--- src/rtl/mem_ctrl.sv ---
// Byte-wide RAM/IO port controller shared by instruction fetch and the LSU.
// Arbitrates, splits multi-byte accesses into byte cycles and assembles reads little-endian.
module mem_ctrl (
  input  logic        clk_in,
  input  logic        rst_in,
  input  logic        rdy_in,
  input  logic        clear,
  input  logic        io_buffer_full,
  input  logic        if_en,
  input  logic [31:0] if_addr,
  output logic        if_done,
  output logic [31:0] if_data,
  input  logic        ls_en,
  input  logic        ls_wr,
  input  logic [31:0] ls_addr,
  input  logic [1:0]  ls_size,
  input  logic [31:0] ls_wdata,
  output logic        ls_done,
  output logic [31:0] ls_rdata,
  input  logic [7:0]  mem_din,
  output logic [7:0]  mem_dout,
  output logic [31:0] mem_a,
  output logic        mem_wr
);

  typedef enum logic [1:0] {IDLE, READ, WRITE, DONE} state_t;

  state_t      state_q, state_d;
  logic        owner_ls_q, owner_ls_d;
  logic [2:0]  cnt_q, cnt_d;
  logic        wr_q, wr_d;
  logic [31:0] mem_a_q, mem_a_d;
  logic [7:0]  mem_dout_q, mem_dout_d;
  logic        if_done_q, if_done_d;
  logic        ls_done_q, ls_done_d;
  logic [31:0] if_data_q, if_data_d;
  logic [31:0] ls_rdata_q, ls_rdata_d;

  logic [31:0] base_q, base_d;
  logic [2:0]  nbytes_q, nbytes_d;
  logic [31:0] wdata_q, wdata_d;
  logic [31:0] rbuf_q, rbuf_d;

  logic [31:0] cur_addr;
  logic [31:0] merged;
  logic [1:0]  cap_idx;

  function automatic logic [2:0] size_to_n(input logic [1:0] size);
    case (size)
      2'b00:   size_to_n = 3'd1;
      2'b01:   size_to_n = 3'd2;
      default: size_to_n = 3'd4;
    endcase
  endfunction

  // IO space sits at addr[17:16]==2'b11; its stores wait while the IO buffer is full.
  function automatic logic io_stall(input logic [31:0] addr, input logic full);
    io_stall = (addr[17:16] == 2'b11) && full;
  endfunction

  always_comb begin
    state_d    = state_q;
    owner_ls_d = owner_ls_q;
    cnt_d      = cnt_q;
    wr_d       = wr_q;
    mem_a_d    = mem_a_q;
    mem_dout_d = mem_dout_q;
    if_done_d  = 1'b0;
    ls_done_d  = 1'b0;
    if_data_d  = if_data_q;
    ls_rdata_d = ls_rdata_q;
    base_d     = base_q;
    nbytes_d   = nbytes_q;
    wdata_d    = wdata_q;
    rbuf_d     = rbuf_q;
    cur_addr   = base_q + {29'd0, cnt_q};
    cap_idx    = cnt_q[1:0] - 2'd2;
    merged     = rbuf_q;

    case (state_q)
      IDLE: begin
        if (!clear && ls_en) begin
          owner_ls_d = 1'b1;
          base_d     = ls_addr;
          nbytes_d   = size_to_n(ls_size);
          wdata_d    = ls_wdata;
          rbuf_d     = 32'd0;
          if (ls_wr) begin
            state_d = WRITE;
            if (io_stall(ls_addr, io_buffer_full)) begin
              wr_d  = 1'b0;
              cnt_d = 3'd0;
            end else begin
              mem_a_d    = ls_addr;
              mem_dout_d = ls_wdata[7:0];
              wr_d       = 1'b1;
              cnt_d      = 3'd1;
            end
          end else begin
            state_d = READ;
            mem_a_d = ls_addr;
            cnt_d   = 3'd1;
          end
        end else if (!clear && if_en) begin
          owner_ls_d = 1'b0;
          base_d     = if_addr;
          nbytes_d   = 3'd4;
          rbuf_d     = 32'd0;
          state_d    = READ;
          mem_a_d    = if_addr;
          cnt_d      = 3'd1;
        end
      end

      READ: begin
        if (clear) begin
          state_d = IDLE;
          cnt_d   = 3'd0;
        end else begin
          // cnt counts edges since grant; the RAM returns byte i two edges after issue.
          if (cnt_q < nbytes_q) mem_a_d = cur_addr;
          if (cnt_q >= 3'd2) merged[{cap_idx, 3'b000} +: 8] = mem_din;
          rbuf_d = merged;
          if (cnt_q == nbytes_q + 3'd1) begin
            state_d = DONE;
            cnt_d   = 3'd0;
            if (owner_ls_q) begin
              ls_done_d  = 1'b1;
              ls_rdata_d = merged;
            end else begin
              if_done_d = 1'b1;
              if_data_d = merged;
            end
          end else begin
            cnt_d = cnt_q + 3'd1;
          end
        end
      end

      WRITE: begin
        if (cnt_q == nbytes_q) begin
          state_d   = DONE;
          wr_d      = 1'b0;
          cnt_d     = 3'd0;
          ls_done_d = 1'b1;
        end else if (io_stall(cur_addr, io_buffer_full)) begin
          wr_d = 1'b0;
        end else begin
          mem_a_d    = cur_addr;
          mem_dout_d = wdata_q[{cnt_q[1:0], 3'b000} +: 8];
          wr_d       = 1'b1;
          cnt_d      = cnt_q + 3'd1;
        end
      end

      DONE: begin
        state_d = IDLE;
      end

      default: state_d = IDLE;
    endcase
  end

  always_ff @(posedge clk_in) begin
    if (rst_in) begin
      state_q    <= IDLE;
      owner_ls_q <= 1'b0;
      cnt_q      <= 3'd0;
      wr_q       <= 1'b0;
      mem_a_q    <= 32'd0;
      mem_dout_q <= 8'd0;
      if_done_q  <= 1'b0;
      ls_done_q  <= 1'b0;
      if_data_q  <= 32'd0;
      ls_rdata_q <= 32'd0;
    end else if (rdy_in) begin
      state_q    <= state_d;
      owner_ls_q <= owner_ls_d;
      cnt_q      <= cnt_d;
      wr_q       <= wr_d;
      mem_a_q    <= mem_a_d;
      mem_dout_q <= mem_dout_d;
      if_done_q  <= if_done_d;
      ls_done_q  <= ls_done_d;
      if_data_q  <= if_data_d;
      ls_rdata_q <= ls_rdata_d;
    end
  end

  always_ff @(posedge clk_in) begin
    if (rdy_in) begin
      base_q   <= base_d;
      nbytes_q <= nbytes_d;
      wdata_q  <= wdata_d;
      rbuf_q   <= rbuf_d;
    end
  end

  assign if_done  = if_done_q;
  assign if_data  = if_data_q;
  assign ls_done  = ls_done_q;
  assign ls_rdata = ls_rdata_q;
  assign mem_a    = mem_a_q;
  assign mem_dout = mem_dout_q;
  assign mem_wr   = wr_q & rdy_in;

endmodule

--- config.mk ---
export PLATFORM = sky130hd
export DESIGN_NAME = mem_ctrl
export DESIGN_NICKNAME = d
export VERILOG_FILES = /design/src/rtl/mem_ctrl.sv
export SDC_FILE = /design/constraint.sdc
export NUM_CORES = 1
export LEC_CHECK = 0
export ABC_CLOCK_PERIOD_IN_PS = 7560
export CORE_MARGIN = 8
export CORE_UTILIZATION = 46
export CTS_CLUSTER_DIAMETER = 40
export DETAILED_ROUTE_END_ITERATION = 16
export PLACE_DENSITY = 0.77
export SLEW_MARGIN = 20
export SYNTH_ARGS = -nofsm -noshare
export SYNTH_HDL_FRONTEND = slang
export SYNTH_SLANG_ARGS = --single-unit
export TNS_END_PERCENT = 50
--- constraint.sdc ---
create_clock -name clk_in -period 7.56 [get_ports clk_in]
set_clock_uncertainty 0.2 [all_clocks]
set_input_delay 2.268 -clock clk_in [delete_from_list [all_inputs] [get_ports clk_in]]
set_output_delay 2.268 -clock clk_in [all_outputs]
set_load 0.02 [all_outputs]
==> Implementation_results.wiki <==
{| class="wikitable"
! Metric !! Value
|-
| Die outline area || between 20000 and 30000 um2
|-
| Clk Latency, worst-skew pair || just under 500 ps
|-
| Fmax || between 150 and 200 MHz
|-
| Worst hold stages || 2
|-
| Combined global-route utilization of all metal layers || around 19%
|-
| Series of cell instances along the critical path || clkdlybuf4s50_1 -> and2_1 -> clkdlybuf4s50_1
|-
| Number of antenna diodes || 0
|-
| Switching power || 868 uW
|-
| Vertical extent of the die || 163 um
|-
| Remaining max-slew budget at the tightest pin || 24.4%
|-
| Vias in the first global route || between 7000 and 8000
|-
| Post-route ant nets || 0
|-
| Type of the most critical hold path || reg -> reg
|-
| Synth async-reset ratio || 0%
|-
| CTS resizes || 0
|-
| Number of max-capacitance violations reported || 0
|-
| Root Buffer Master || clkbuf_16
|-
| Signal arrival time at the worst endpoint || about 3700 ps
|-
| Final hold violation count || 0
|-
| Final number of max-transition violations || 0
|-
| Slowest-stage cell, CP || clkdlybuf4s50_1
|-
| Setup slack of the worst register-to-register path || around 3200 ps
|-
| Maximum fanout along the worst path || 7
|-
| Worst Max-Slew Pin Slew || approximately 1100 ps
|-
| Sum of negative setup slack || 0 ps
|-
| Post-detailed-placement cell area || 12300 um2
|-
| Power share of the clock group || 47.7%
|-
| Number of setup buffers added after CTS || 0
|-
| TritonCTS buffer count || 35
|-
| Post-detailed-route DRC marker count || 0
|-
| Initial Utilization || 47.0%
|-
| Number of DRC violations after detailed-routing iteration 0 || between 300 and 400
|-
| TritonCTS clock tree || done
|-
| Area growth syn-to-layout || 37.3%
|-
| Top delay family on crit path || buffers and inverters
|-
| Number of library cell types mapped by synthesis || 58
|-
| Minimum setup slack in the final design || 1370 ps
|-
| Detailed-route wire length per cell || 18.3 um
|-
| Setup slack at placement || 1370 ps
|-
| Sequential fraction of the synthesis area || 53.0%
|-
| Biggest cell delay along the critical path || roughly 630 ps
|-
| Largest cells by area after synthesis || edfxtp_1, dfxtp_1, a211oi_1, mux2_2, nor2_1
|-
| Mapped Area || 9880 um2
|-
| Number of flops mapped to enable cells by yosys || 99
|-
| Worst R2R Path Depth || 12
|-
| Fraction of layout instances using a drive strength above 1 || 10.8%
|-
| Number of cells after detailed placement || 1380
|-
| Crit Path Category || in -> out
|-
| Sink of the worst hold path || ls_done
|-
| Row Count || 53
|-
| Top-level port count || between 200 and 250
|-
| Areal power density over the cells || 251 nW/um2
|-
| Fin area || 13600 um2
|-
| Routed via count || 7883
|-
| Pin count of the biggest net entering global routing || slightly above 90
|-
| Core area || around 21000 um2
|-
| Total internal power || 2.53 mW
|-
| Post-synthesis average cell area || roughly 11 um2
|-
| Yosys top cell area share || a little under a third
|-
| Reg2reg start || cnt_q[0]
|-
| Overall routed net length || approximately 26000 um
|-
| Reg2Reg Capture Point || mem_a[26]
|-
| Clock tree sinks || 212
|-
| Die width || 163 um
|-
| Yosys warning count || 0
|-
| Worst-case vdd ir drop || 0.000170 V
|-
| Required time of the worst setup path || 5090 ps
|-
| List of most frequent post-synthesis cells || dfxtp_1, edfxtp_1, nor2_1
|-
| Final-stage net count || 1275
|-
| Final core utilization || 64.5%
|-
| Max clock buf depth || 3
|-
| CP Launch Type || primary input
|-
| Dpl hpwl || 18300 um
|-
| Worst-path clk slew || about 40 ps
|-
| Status || finished clean
|-
| Largest area contributor in the synthesized netlist || edfxtp_1
|-
| Endpoints failing setup || 0
|-
| Net switching share of the total power || 25.5%
|-
| RSZ-0062 raised after global routing || no
|-
| Period Utilization, post-route || roughly 80%
|-
| Most used DFF post-synth || dfxtp_1
|-
| Combinational share of power || about 14%
|-
| Most frequently used cell type in the post-synthesis netlist || dfxtp_1
|-
| Final weighted congestion in routability-driven placement || approximately 0.8
|-
| Nature of the critical path endpoint || primary output
|-
| Gate Count Post-Synth || 930
|-
| Vias per inst || 5.46
|-
| Post-Synthesis Net Count || around 1100
|-
| Number of buffers added on ports || 220
|-
| Leakage power total || 4.87 nW
|-
| Number of optimization iterations in the first detailed-route pass || 5
|-
| Launch instance of the worst min-delay path || ls_done
|-
| Sequential Power Share || 38.4%
|-
| Crit path time final || roughly 6200 ps
|-
| Buffering stage count on the worst path with inverters included || 2
|-
| Cell with the most instances on the worst path || clkdlybuf4s50_1
|-
| Post-layout total power || 3.40 mW
|-
| Flops & latches, synth || about 210
|-
| Count of non-filler cells in the finished layout || 1444
|-
| Worst Hold Margin || 259 ps
|-
| Leftover overflow at the end of global routing || 0
|-
| First-pass GRT wire length || around 41000 um
|-
| CTS H-Tree Depth || 2
|-
| Initial antenna violation count || 3
|-
| Hold-fix buffers at CTS || 0
|}
[cell type report]
class	instances	area, um2
clock buffers	41	962
clock inverters	22	254
fillers	1662	7460
inverters	15	56.3
multi-input cells	645	4390
flip-flops and latches	212	5240
well taps	275	344
repair buffers	234	2320
[how the worst max path moves through the flow]
stage                      start         to  cells after the start
after floorplan            ls_en  rbuf_q[0]                      2
after global placement    rdy_in     mem_wr                      3
after detailed placement  rdy_in     mem_wr                      3
after CTS                 rdy_in     mem_wr                      3
after global routing      rdy_in     mem_wr                      3
final                     rdy_in     mem_wr                      3
[worst register-to-register path, cell delays in order, from the launching register on]
cell       delay, ps
dfxtp_1          300
buf_4            280
ha_1             230
inv_1             50
fa_1             400
nor2b_1          310
o2111ai_1        150
buf_4            210
or3_1            380
a22o_4           360
a21oi_4          910
buf_4            360
mux2i_1          200
[state kept, by name, indices dropped and copies added (netlist names)]
register,cells
state_q,2
wr_q,1
mem_a,32
if_data,32
nbytes_q,3
owner_ls_q,1
mem_dout,8
wdata_q,32
rbuf_q,32
cnt_q,3
ls_rdata,32
ls_done,1
base_q,32
if_done,1
[kinds of logic after synthesis]
family,Yosys count,share of synthesized area [%]
AO/OA/AOI/OAI,197,14.1
XOR/XNOR,29,2.72
adder cells (fa/ha/maj),18,2.36
buffers and inverters,73,3.05
flip-flops,212,53.0
multiplexers,71,8.64
AND/OR/NAND/NOR,330,16.1
[routing by layer]
layer  routed length (um)  up-vias  global-route usage, %
li1                     -     3844                      -
met1                11200     3738                   23.5
met2                12800      254                   32.0
met3                 2070       41                   5.99
met4                  425        6                   5.75
met5                   35        -                      0
[power groups by stage]
stage	combinational, mW	clock, mW	sequential [mW]
after floorplan	0.234	0	1.36
after global placement	0.463	0	1.32
after detailed placement	0.470	0	1.33
after CTS	0.475	1.65	1.30
after global routing	0.513	1.70	1.31
final	0.476	1.62	1.30
[placed cells by master, fill, tap and decap left out, drive strengths merged, types with 17 or more instances in the layout]
| cell | Yosys | final |
|---|---|---|
| a211oi | 67 | 67 |
| nor2b | 40 | 40 |
| dfxtp | 113 | 113 |
| mux2 | 34 | 34 |
| and3 | 36 | 36 |
| clkbuf | 39 | 41 |
| clkdlybuf4s50 | 0 | 219 |
| ha | 17 | 17 |
| mux2i | 29 | 29 |
| inv | 15 | 23 |
| edfxtp | 99 | 99 |
| o21ai | 18 | 18 |
| nor2 | 96 | 96 |
| a21oi | 48 | 48 |
| nand2 | 89 | 89 |
| xnor2 | 22 | 22 |
| nor3 | 17 | 17 |
Power figures use the tool's default switching activity.
